$ cat src/rtl/calc_op_sequencer_if.sv
`default_nettype none
// ============================================================================
// Module   : calc_op_sequencer_if
// Purpose  : Bundles the command/result handshake and the shared add/sub unit
//            connection of the calculator op sequencer.
// Revision : 1.0  initial release
// ============================================================================
interface calc_op_sequencer_if #(
    parameter int WIDTH = 4
);
    // command side
    logic                   start;
    logic [1:0]             op;
    logic [WIDTH-1:0]       a;
    logic [WIDTH-1:0]       b;
    // result side
    logic                   busy;
    logic                   done;
    logic [2*WIDTH-1:0]     result;
    logic                   err;
    // shared add/sub unit
    logic [WIDTH-1:0]       alu_a;
    logic [WIDTH-1:0]       alu_b;
    logic                   alu_sub;
    logic [WIDTH-1:0]       alu_sum;
    logic                   alu_cout;

    // Environment side: issues commands and hosts the add/sub unit.
    modport master (
        output start, op, a, b, alu_sum, alu_cout,
        input  busy, done, result, err, alu_a, alu_b, alu_sub
    );

    // Sequencer side.
    modport slave (
        input  start, op, a, b, alu_sum, alu_cout,
        output busy, done, result, err, alu_a, alu_b, alu_sub
    );
endinterface
`default_nettype wire

$ cat src/rtl/calc_op_sequencer.sv
`default_nettype none
// ============================================================================
// Module   : calc_op_sequencer
// Purpose  : Drives one shared 4-bit add/sub unit to perform ADD, SUB,
//            shift-add MUL and restoring DIV on unsigned operands, giving an
//            8-bit result with a one-cycle done pulse.
// Revision : 1.0  initial release
// ============================================================================
module calc_op_sequencer #(
    parameter int WIDTH = 4,
    parameter int ITER  = 4
) (
    input  wire logic           clk,
    input  wire logic           reset,
    calc_op_sequencer_if.slave  bus
);

    localparam logic [1:0] c_OP_ADD = 2'b00;
    localparam logic [1:0] c_OP_SUB = 2'b01;
    localparam logic [1:0] c_OP_MUL = 2'b10;
    localparam logic [1:0] c_OP_DIV = 2'b11;
    localparam logic [1:0] c_LAST_ITER = 2'(ITER - 1);

    typedef enum logic [1:0] {
        S_IDLE = 2'd0,
        S_EXEC = 2'd1,
        S_DONE = 2'd2
    } state_t;

    state_t               r_state;
    state_t               w_state_nxt;

    logic [1:0]           r_op;
    logic [WIDTH-1:0]     r_a;
    logic [WIDTH-1:0]     r_b;
    logic [WIDTH-1:0]     r_hi;      // MUL: product high half; DIV: remainder
    logic [WIDTH-1:0]     r_lo;      // MUL: multiplier/product low; DIV: quotient
    logic [1:0]           r_cnt;
    logic [2*WIDTH-1:0]   r_result;
    logic                 r_err;

    logic                 w_div0;
    logic                 w_last;
    logic                 w_ok;
    logic [WIDTH-1:0]     w_sh;
    logic [WIDTH-1:0]     w_hi_nxt;
    logic [WIDTH-1:0]     w_lo_nxt;
    logic [2*WIDTH-1:0]   w_res_nxt;
    logic                 w_err_nxt;

    assign w_div0 = (r_b == '0);
    // Partial remainder shifted left with the next dividend bit brought in.
    assign w_sh   = {r_hi[WIDTH-2:0], r_lo[WIDTH-1]};

    // State register.
    always_ff @(posedge clk) begin
        if (reset) begin
            r_state <= S_IDLE;
        end else begin
            r_state <= w_state_nxt;
        end
    end

    // Next-state decode and add/sub unit operand steering.
    always_comb begin
        w_state_nxt  = r_state;
        bus.alu_a    = '0;
        bus.alu_b    = '0;
        bus.alu_sub  = 1'b0;
        w_last       = 1'b0;
        case (r_state)
            S_IDLE: begin
                if (bus.start) begin
                    w_state_nxt = S_EXEC;
                end
            end
            S_EXEC: begin
                case (r_op)
                    c_OP_ADD: begin
                        bus.alu_a = r_a;
                        bus.alu_b = r_b;
                        w_last    = 1'b1;
                    end
                    c_OP_SUB: begin
                        bus.alu_a   = r_a;
                        bus.alu_b   = r_b;
                        bus.alu_sub = 1'b1;
                        w_last      = 1'b1;
                    end
                    c_OP_MUL: begin
                        bus.alu_a = r_hi;
                        bus.alu_b = r_lo[0] ? r_a : '0;
                        w_last    = (r_cnt == c_LAST_ITER);
                    end
                    default: begin
                        // Divide by zero finishes at once and leaves the unit idle.
                        if (w_div0) begin
                            w_last = 1'b1;
                        end else begin
                            bus.alu_a   = w_sh;
                            bus.alu_b   = r_b;
                            bus.alu_sub = 1'b1;
                            w_last      = (r_cnt == c_LAST_ITER);
                        end
                    end
                endcase
                if (w_last) begin
                    w_state_nxt = S_DONE;
                end
            end
            S_DONE: begin
                w_state_nxt = S_IDLE;
            end
            default: begin
                w_state_nxt = S_IDLE;
            end
        endcase
    end

    // Per-iteration update of the working registers and the final result value.
    always_comb begin
        w_ok      = bus.alu_cout | r_hi[WIDTH-1];
        w_hi_nxt  = r_hi;
        w_lo_nxt  = r_lo;
        w_res_nxt = '0;
        w_err_nxt = 1'b0;
        case (r_op)
            c_OP_ADD: begin
                w_res_nxt = {{(WIDTH-1){1'b0}}, bus.alu_cout, bus.alu_sum};
            end
            c_OP_SUB: begin
                // Missing carry means a borrow: sign-extend to 8-bit two's complement.
                w_res_nxt = {{WIDTH{~bus.alu_cout}}, bus.alu_sum};
            end
            c_OP_MUL: begin
                w_hi_nxt  = {bus.alu_cout, bus.alu_sum[WIDTH-1:1]};
                w_lo_nxt  = {bus.alu_sum[0], r_lo[WIDTH-1:1]};
                w_res_nxt = {w_hi_nxt, w_lo_nxt};
            end
            default: begin
                // A set top bit in R means the shifted value already exceeds B.
                w_hi_nxt = w_ok ? bus.alu_sum : w_sh;
                w_lo_nxt = {r_lo[WIDTH-2:0], w_ok};
                if (w_div0) begin
                    w_res_nxt = '1;
                    w_err_nxt = 1'b1;
                end else begin
                    w_res_nxt = {w_hi_nxt, w_lo_nxt};
                end
            end
        endcase
    end

    // Command capture, iteration stepping and result registration.
    always_ff @(posedge clk) begin
        if (reset) begin
            r_op     <= c_OP_ADD;
            r_a      <= '0;
            r_b      <= '0;
            r_hi     <= '0;
            r_lo     <= '0;
            r_cnt    <= '0;
            r_result <= '0;
            r_err    <= 1'b0;
        end else begin
            case (r_state)
                S_IDLE: begin
                    if (bus.start) begin
                        r_op  <= bus.op;
                        r_a   <= bus.a;
                        r_b   <= bus.b;
                        r_hi  <= '0;
                        r_lo  <= (bus.op == c_OP_DIV) ? bus.a : bus.b;
                        r_cnt <= '0;
                    end
                end
                S_EXEC: begin
                    r_hi <= w_hi_nxt;
                    r_lo <= w_lo_nxt;
                    if (w_last) begin
                        r_cnt    <= '0;
                        r_result <= w_res_nxt;
                        r_err    <= w_err_nxt;
                    end else begin
                        r_cnt <= r_cnt + 2'd1;
                    end
                end
                default: begin
                end
            endcase
        end
    end

    assign bus.busy   = (r_state != S_IDLE);
    assign bus.done   = (r_state == S_DONE);
    assign bus.result = r_result;
    assign bus.err    = r_err;

endmodule
`default_nettype wire

$ cat src/flat_wrapper.sv
// flat-port wrapper written by rule: the top's interface ports become plain ports
module calc_op_sequencer_flat 
#(
    parameter int WIDTH = 4,
    parameter int ITER  = 4
)
  (clk, reset, bus_start, bus_op, bus_a, bus_b, bus_alu_sum, bus_alu_cout, bus_busy, bus_done, bus_result, bus_err, bus_alu_a, bus_alu_b, bus_alu_sub);
  calc_op_sequencer_if #(.WIDTH(WIDTH)) bus_i ();
  input  wire logic clk;
  input  wire logic reset;
  input wire logic [$bits(bus_i.start)-1:0] bus_start;
  input wire logic [$bits(bus_i.op)-1:0] bus_op;
  input wire logic [$bits(bus_i.a)-1:0] bus_a;
  input wire logic [$bits(bus_i.b)-1:0] bus_b;
  input wire logic [$bits(bus_i.alu_sum)-1:0] bus_alu_sum;
  input wire logic [$bits(bus_i.alu_cout)-1:0] bus_alu_cout;
  output wire logic [$bits(bus_i.busy)-1:0] bus_busy;
  output wire logic [$bits(bus_i.done)-1:0] bus_done;
  output wire logic [$bits(bus_i.result)-1:0] bus_result;
  output wire logic [$bits(bus_i.err)-1:0] bus_err;
  output wire logic [$bits(bus_i.alu_a)-1:0] bus_alu_a;
  output wire logic [$bits(bus_i.alu_b)-1:0] bus_alu_b;
  output wire logic [$bits(bus_i.alu_sub)-1:0] bus_alu_sub;
  assign bus_i.start = bus_start;
  assign bus_i.op = bus_op;
  assign bus_i.a = bus_a;
  assign bus_i.b = bus_b;
  assign bus_i.alu_sum = bus_alu_sum;
  assign bus_i.alu_cout = bus_alu_cout;
  assign bus_busy = bus_i.busy;
  assign bus_done = bus_i.done;
  assign bus_result = bus_i.result;
  assign bus_err = bus_i.err;
  assign bus_alu_a = bus_i.alu_a;
  assign bus_alu_b = bus_i.alu_b;
  assign bus_alu_sub = bus_i.alu_sub;
  calc_op_sequencer #(.WIDTH(WIDTH), .ITER(ITER)) u_core (.clk(clk), .reset(reset), .bus(bus_i));
endmodule
$ cat config.mk
export PLATFORM = sky130hd
export DESIGN_NAME = calc_op_sequencer_flat
export DESIGN_NICKNAME = d
export VERILOG_FILES = /design/src/rtl/calc_op_sequencer_if.sv /design/src/rtl/calc_op_sequencer.sv /design/src/flat_wrapper.sv
export SDC_FILE = /design/constraint.sdc
export NUM_CORES = 1
export LEC_CHECK = 0
export BUFFER_PORTS_ARGS = -buffer_cell sky130_fd_sc_hd__buf_2
export CORE_MARGIN = 4
export CORE_UTILIZATION = 40
export DETAILED_ROUTE_END_ITERATION = 10
export SYNTH_ARGS = -nofsm -noshare
export SYNTH_HDL_FRONTEND = slang
export SYNTH_SLANG_ARGS = --single-unit
export TNS_END_PERCENT = 20
$ cat constraint.sdc
create_clock -name clk -period 1.72 [get_ports clk]
set_input_delay 0.172 -clock clk [delete_from_list [all_inputs] [get_ports clk]]
set_output_delay 0.172 -clock clk [all_outputs]
set_load 0.01 [all_outputs]
==> results.md, run 1 <==
- Worst hold slack: 0.138 ns
- Root buffer cell: clkbuf_8
- Antenna Cells: 0
- GPL Wtd Cong: around 0.86
- Unrepaired setup endpoints after global routing: yes
- Max-cap violations: 0
- # rows: 24
- FFs w/ async S/R, synth: 0
- 1st-pass router iterations: 4
- Clock latency on the worst-skew pair: 0.28 ns
- Ys Warns: 0
- Number of synthesized flops with an enable pin: 0
- CTS tree: yes
- First-pass GRT wire length: 8110 um
- R2R setup slack: 0.19 ns
- Initial antenna violation count: 0
- Final setup vio count: 0
- Residual DRC: 0
- Post-Layout Cell Count: 318
- Clk slew on worst S/H paths: 0.06 ns
- Fill cell count: 439
- WL final: 5010 um
- Global route overflow: 0
- Pin count of the biggest net entering global routing: 21
- R2R depth: 4
- Pleak: 0.872 nW
- Crit-path max FO: 4
- Peak VDD IR: 374 uV
- Crit path depth: 5
- Total global-route track usage: 0.194
- Final period utilization: 0.963
- R2r startpoint: u_core.r_state[0]$_SDFFE_PP0P_
- Fin Clk Skew: between 0.009 and 0.01 ns
- Placed Cells: roughly 310
- Die footprint: 5610 um^2
- Pwr per Cell Area: about 800 nW/um^2
- Worst setup EP type: output port
- Syn nets: 252
- Unique masters post-synth: slightly above 40
- Cell depth of the worst min-delay path: 3
- Core Area: 4350 um^2
- Port Buffers: 37
- Mean Syn Cell Area: 7.68 um^2
- CP Cell Sequence: nor4_4 -> and3_4 -> nand2b_4 -> a211oi_1 -> buf_2
- Slew Viols, Final: 0
- Worst min path class: primary input to register
- Crit Path Category: register to output port
- Vias in the first global route: between 1500 and 2000
- Width of the die: 74.9 um
- Antenna-violating nets left: 0
- Per-cell routed wire length: 15.8 um
- Max Fclk: ~600 MHz
- List of most frequent post-synthesis cells: nand2_1 (40), a21oi_1 (31), dfxtp_1 (31), nor2_1 (15)
- CTS buffer count: 5
- DRT iter0 DRCs: between 150 and 200
- Register area share after synthesis: 0.347
- Critical path's top delay family: simple AND/OR/NAND/NOR gates
- Slew headroom: 0.701
- Vias per cell: 5.56
- Boundary Pins: 38
- Initial Util: 0.411
- Fin. Hold Viols: 0
- Most common cell in the synthesized netlist: nand2_1
- Via count: 1768
- Post-DP HPWL: 3580 um
- CP max-delay cell: dfxtp_2
- Layout Area Growth over Synthesis: 19.2%
- Status: finished, final reports clean
- Syn Std Cell Area: 1790 um^2
- Syn Inst Count: around 230
- Sink Count: 31
- Worst-Margin Slew: 0.448 ns
- Yosys top cell area share: 0.347
- Cell taking the most area after synthesis: dfxtp_1
- Min cycle time layout: 1.66 ns
- DIE HEIGHT: 74.9 um
- CP bufs+invs: 1
- Hold_buf cts: 0
- Slowest stage delay, CP: 0.34 ns
- CP required: 1.55 ns
- H-tree Lvls: 2
- Crit path DAT: roughly 1.5 ns
- Top cells by area, synth: dfxtp_1 (35%), a21oi_1 (8.7%), nand2_1 (8.4%), mux2i_1 (6.1%), a211oi_1 (3.8%)
- Commonest register cell after synthesis: dfxtp_1
- CP startpoint kind: register
- Share of post-route cells with drive strength above 1: 0.256
- Hold_sp: bus_a[2]
- Flop and latch count out of synthesis: 31
- Clock Path Buffers: 2
- Beginning of the critical path: u_core.r_b[0]$_SDFFE_PP0P_
- Nets: 286
==> final timing paths <==
path | end
setup / recovery | bus_alu_a[3]
hold / removal | u_core.r_a[2]$_SDFFE_PP0P_
setup reg to reg | u_core.bus.result[7]$_SDFFE_PP0P_
hold reg to reg | u_core.bus.result[3]$_SDFFE_PP0P_
==> cells by family (layout without fill, tap and decap cells) <==
| logic type | after synthesis | after routing | share of synthesized area |
|---|---|---|---|
| flip-flops | 31 | 31 | 0.347 |
| AO/OA/AOI/OAI | 75 | 75 | 0.280 |
| buffers and inverters | 27 | 60 | 0.0657 |
| adder cells (fa/ha/maj) | 1 | 1 | 0.00699 |
| AND/OR/NAND/NOR | 88 | 88 | 0.240 |
| multiplexers | 11 | 11 | 0.0615 |
==> timing repair <==
action                                  4_1_cts  5_1_grt
gates resized for setup                       5        9
endpoints found under the setup margin        5        8
pin swaps                                     1        1
buffers inserted                              1        0
==> final cells by class <==
type | count | area, um^2 | area share
clock buffer | 6 | 72.6 | 0.0340
inverter | 7 | 26.3 | 0.0123
multi-input combinational | 175 | 1080 | 0.504
sequential | 31 | 627 | 0.294
tap | 52 | 65.1 | 0.0305
timing repair buffer | 47 | 268 | 0.125
==> metrics by stage <==
step           power (mW)  TNS, ns  area (um^2)  setup slack [ns]   util
2_1_floorplan        1.06        0         1790             0.216      -
3_3_place_gp         1.18        0         2020             0.196  0.463
3_5_place_dp         1.18        0         2020             0.168  0.463
4_1_cts              1.71        0         2110           0.00208  0.484
5_1_grt              1.79  -0.0541         2130           -0.0174  0.490
6_report             1.70        0         2130            0.0644  0.490
==> worst reg2reg max path: stages, from the launching register on <==
cell and delay (ns):
dfxtp_1 0.43, and2b_2 0.28, nand2_1 0.07, or3_4 0.39, o221a_1 0.26
==> placed cells by master (no fill, tap or decap), types with 2 or more instances in the layout <==
cell      instances
a211oi_1          8
a21boi_0          3
a21oi_1          31
a22oi_1           2
a311o_1           3
a31oi_1           3
a32o_1            3
and3_1            4
buf_2            37
buf_4             8
buf_6             2
clkbuf_8          5
dfxtp_1          26
dfxtp_2           5
inv_1             7
mux2i_1          11
nand2_1          40
nand2b_1          5
nand3_1           7
nor2_1           15
nor2b_1           3
nor3_1            2
o21ai_0           7
o221a_2           2
o311a_1           2
o31ai_1           3
==> registers in the layout (all words and copies together), names as in the netlist <==
name               flops
u_core.r_cnt           2
u_core.r_hi            4
u_core.r_lo            4
u_core.bus.err         1
u_core.r_b             4
u_core.bus.result      8
u_core.r_a             4
u_core.r_op            2
u_core.r_state         2
==> per-layer routing <==
| layer | vias to the layer above | wire, um | GRT usage |
|---|---|---|---|
| li1 | 901 | - | - |
| met1 | 808 | 2360 | 0.270 |
| met2 | 52 | 2280 | 0.299 |
| met3 | 7 | 294 | 0.0374 |
| met4 | 0 | 71 | 0.0672 |
| met5 | - | 0 | 0 |
==> power by group <==
| part | leakage (nW) | total (mW) | switching [mW] | internal (mW) |
|---|---|---|---|---|
| combinational | 0.580 | 0.369 | 0.216 | 0.153 |
| sequential | 0.256 | 0.814 | 0.0478 | 0.766 |
| clock | 0.0371 | 0.519 | 0.250 | 0.269 |
| total | 0.872 | 1.70 | 0.513 | 1.19 |
(Power assumes the default switching activity.)
==> run 2, diff against run 1 <==
Settings changed: CORE_UTILIZATION 40 to 54, PLACE_DENSITY set to 0.79.
==> run 2 against run 1 <==
Effect of this change:
- global-route usage increased by 4.2 points
- clock skew about the same
- the run now ends with negative setup slack left
- register-to-register slack about the same
- utilization increased by 20 points
- hold slack got worse by 0.066 ns
==> results.md, run 2 (synthesis results as in run 1) <==
- Sequential cell area: 633 um^2
- First-pass GRT wire length: ~7800 um
- Final setup vio count: 3
- CP required: 1.55 ns
- Setup Slack @ Placement: 0.158 ns
- CTS buffer count: 5
- Cell depth of the worst min-delay path: 3
- Placed Cells: 305
- Total global-route track usage: 0.235
- Unrepaired setup endpoints after global routing: yes
- Area occupied by multi-input gates: 1080 um^2
- Clock latency on the worst-skew pair: 0.34 ns
- Antenna Cells: 0
- DRT iter0 DRCs: between 100 and 150
- H-tree Lvls: 2
- Boundary Pins: 38
- Crit-path max FO: 4
- Fin Clk Skew: about 0.0097 ns
- Pin count of the biggest net entering global routing: 21
- Max-cap violations: 0
- CTS tree: yes
- Fill cell count: 290
- Failing checks: negative setup slack
- Global route overflow: 0
- # rows: 20
- Root buffer cell: clkbuf_4
- Crit Path Category: register to output port
- Most frequent cells in the layout: nand2_1 (40), buf_2 (37), a21oi_1 (30), dfxtp_1 (25), nor2_1 (15)
- Die footprint: 4300 um^2
- 1st-pass router iterations: 5
- Post-Layout Cell Count: 314
- Final TNS setup: -0.0138 ns
- Via count: approximately 1800
- Share of post-route cells with drive strength above 1: 0.278
- Worst hold slack: 0.0724 ns
- Hold_buf cts: 0
- Final period utilization: 1.00
- Per-cell routed wire length: between 15 and 20 um
- Clk slew on worst S/H paths: 0.10 ns
- Fin. Hold Viols: 0
- Port Buffers: 37
- Vias per cell: 5.89
- Initial antenna violation count: 0
- Worst min path class: primary input to register
- Width of the die: 65.6 um
- Vias in the first global route: ~1600
- WL final: ~4800 um
- Final setup margin: -0.00722 ns
- Layout Area Growth over Synthesis: 19.7%
- Clock Path Buffers: 2
- Slew Viols, Final: 0
- GPL Wtd Cong: 0.921
- Largest register FFs: 8
- Residual DRC: 0
- Worst-Margin Slew: 0.407 ns
- Slew headroom: 0.728
- R2R depth: 5
- Worst setup EP type: output port
- DIE HEIGHT: approximately 66 um
- Most common cell after layout, fill and taps aside: nand2_1
- Peak VDD IR: roughly 490 uV
- Min cycle time layout: 1.73 ns
- Nets: between 200 and 300
- Antenna-violating nets left: 0
- Pleak: 0.886 nW
- Status: finished with violations
- Crit path DAT: 1.56 ns
- Final Power: 1.63 mW
- Initial Util: 0.577
- Pwr per Cell Area: 759 nW/um^2
- CP startpoint kind: register
- Sink Count: 31
- Max Fclk: 579 MHz
- Core Area: 3100 um^2
- Post-DP HPWL: approximately 3500 um
==> run 2: cell count changes in the layout (fill, tap and decap cells not counted), moves of 2 or more <==
cell	previous run	this run
clkbuf_4	0	5
clkbuf_8	5	1
buf_6	2	0
buf_4	8	12
dfxtp_4	0	2
==> run 2: metrics by stage <==
stage          utilization  cell area, um^2
2_1_floorplan            -             1790
3_3_place_gp         0.652             2020
5_1_grt              0.691             2140
3_5_place_dp         0.652             2020
6_report             0.691             2140
4_1_cts              0.679             2110
==> run 2: timing repair <==
item / in CTS / in global routing
setup buffers: 1 / 1
resized for setup: 8 / 11
pin swaps: 1 / 3
endpoints found under the setup margin: 8 / 8
==> run 2: final timing paths <==
kind,start,endpoint,slack [ns]
worst max register to register,u_core.r_cnt[0]$_SDFFE_PP0P_,u_core.bus.result[7]$_SDFFE_PP0P_,0.18
worst min-delay path,bus_b[1],u_core.r_b[1]$_SDFFE_PP0P_,0.07
worst min register to register,u_core.bus.result[1]$_SDFFE_PP0P_,u_core.bus.result[1]$_SDFFE_PP0P_,0.45
worst max-delay path,u_core.r_b[0]$_SDFFE_PP0P_,bus_alu_a[3],-0.007
==> run 2: layout make-up <==
type / count / area share
multi-input combinational: 175 / 0.505
clock inverter: 1 / 0.00234
sequential: 31 / 0.295
tap: 44 / 0.0257
clock buffer: 6 / 0.0239
inverter: 7 / 0.0123
timing repair buffer: 50 / 0.135
==> run 2: metal layers <==
| layer | vias to the layer above | routed length (um) | track usage |
|---|---|---|---|
| li1 | 913 | - | - |
| met1 | 839 | 2090 | 0.313 |
| met2 | 81 | 2210 | 0.363 |
| met3 | 15 | 324 | 0.0496 |
| met4 | 0 | 126 | 0.109 |
| met5 | - | 0 | 0 |
==> run 2: critical path, cell delays in order (launching register included) <==
cell      delay (ns)
dfxtp_2         0.35
nor4_4          0.29
and3_4          0.23
nand2b_4        0.15
a211oi_1        0.05
buf_2           0.14
==> run 2: where the power goes <==
group	internal [mW]	switching, mW
registers	0.764	0.0504
clock network	0.189	0.251
logic	0.161	0.212
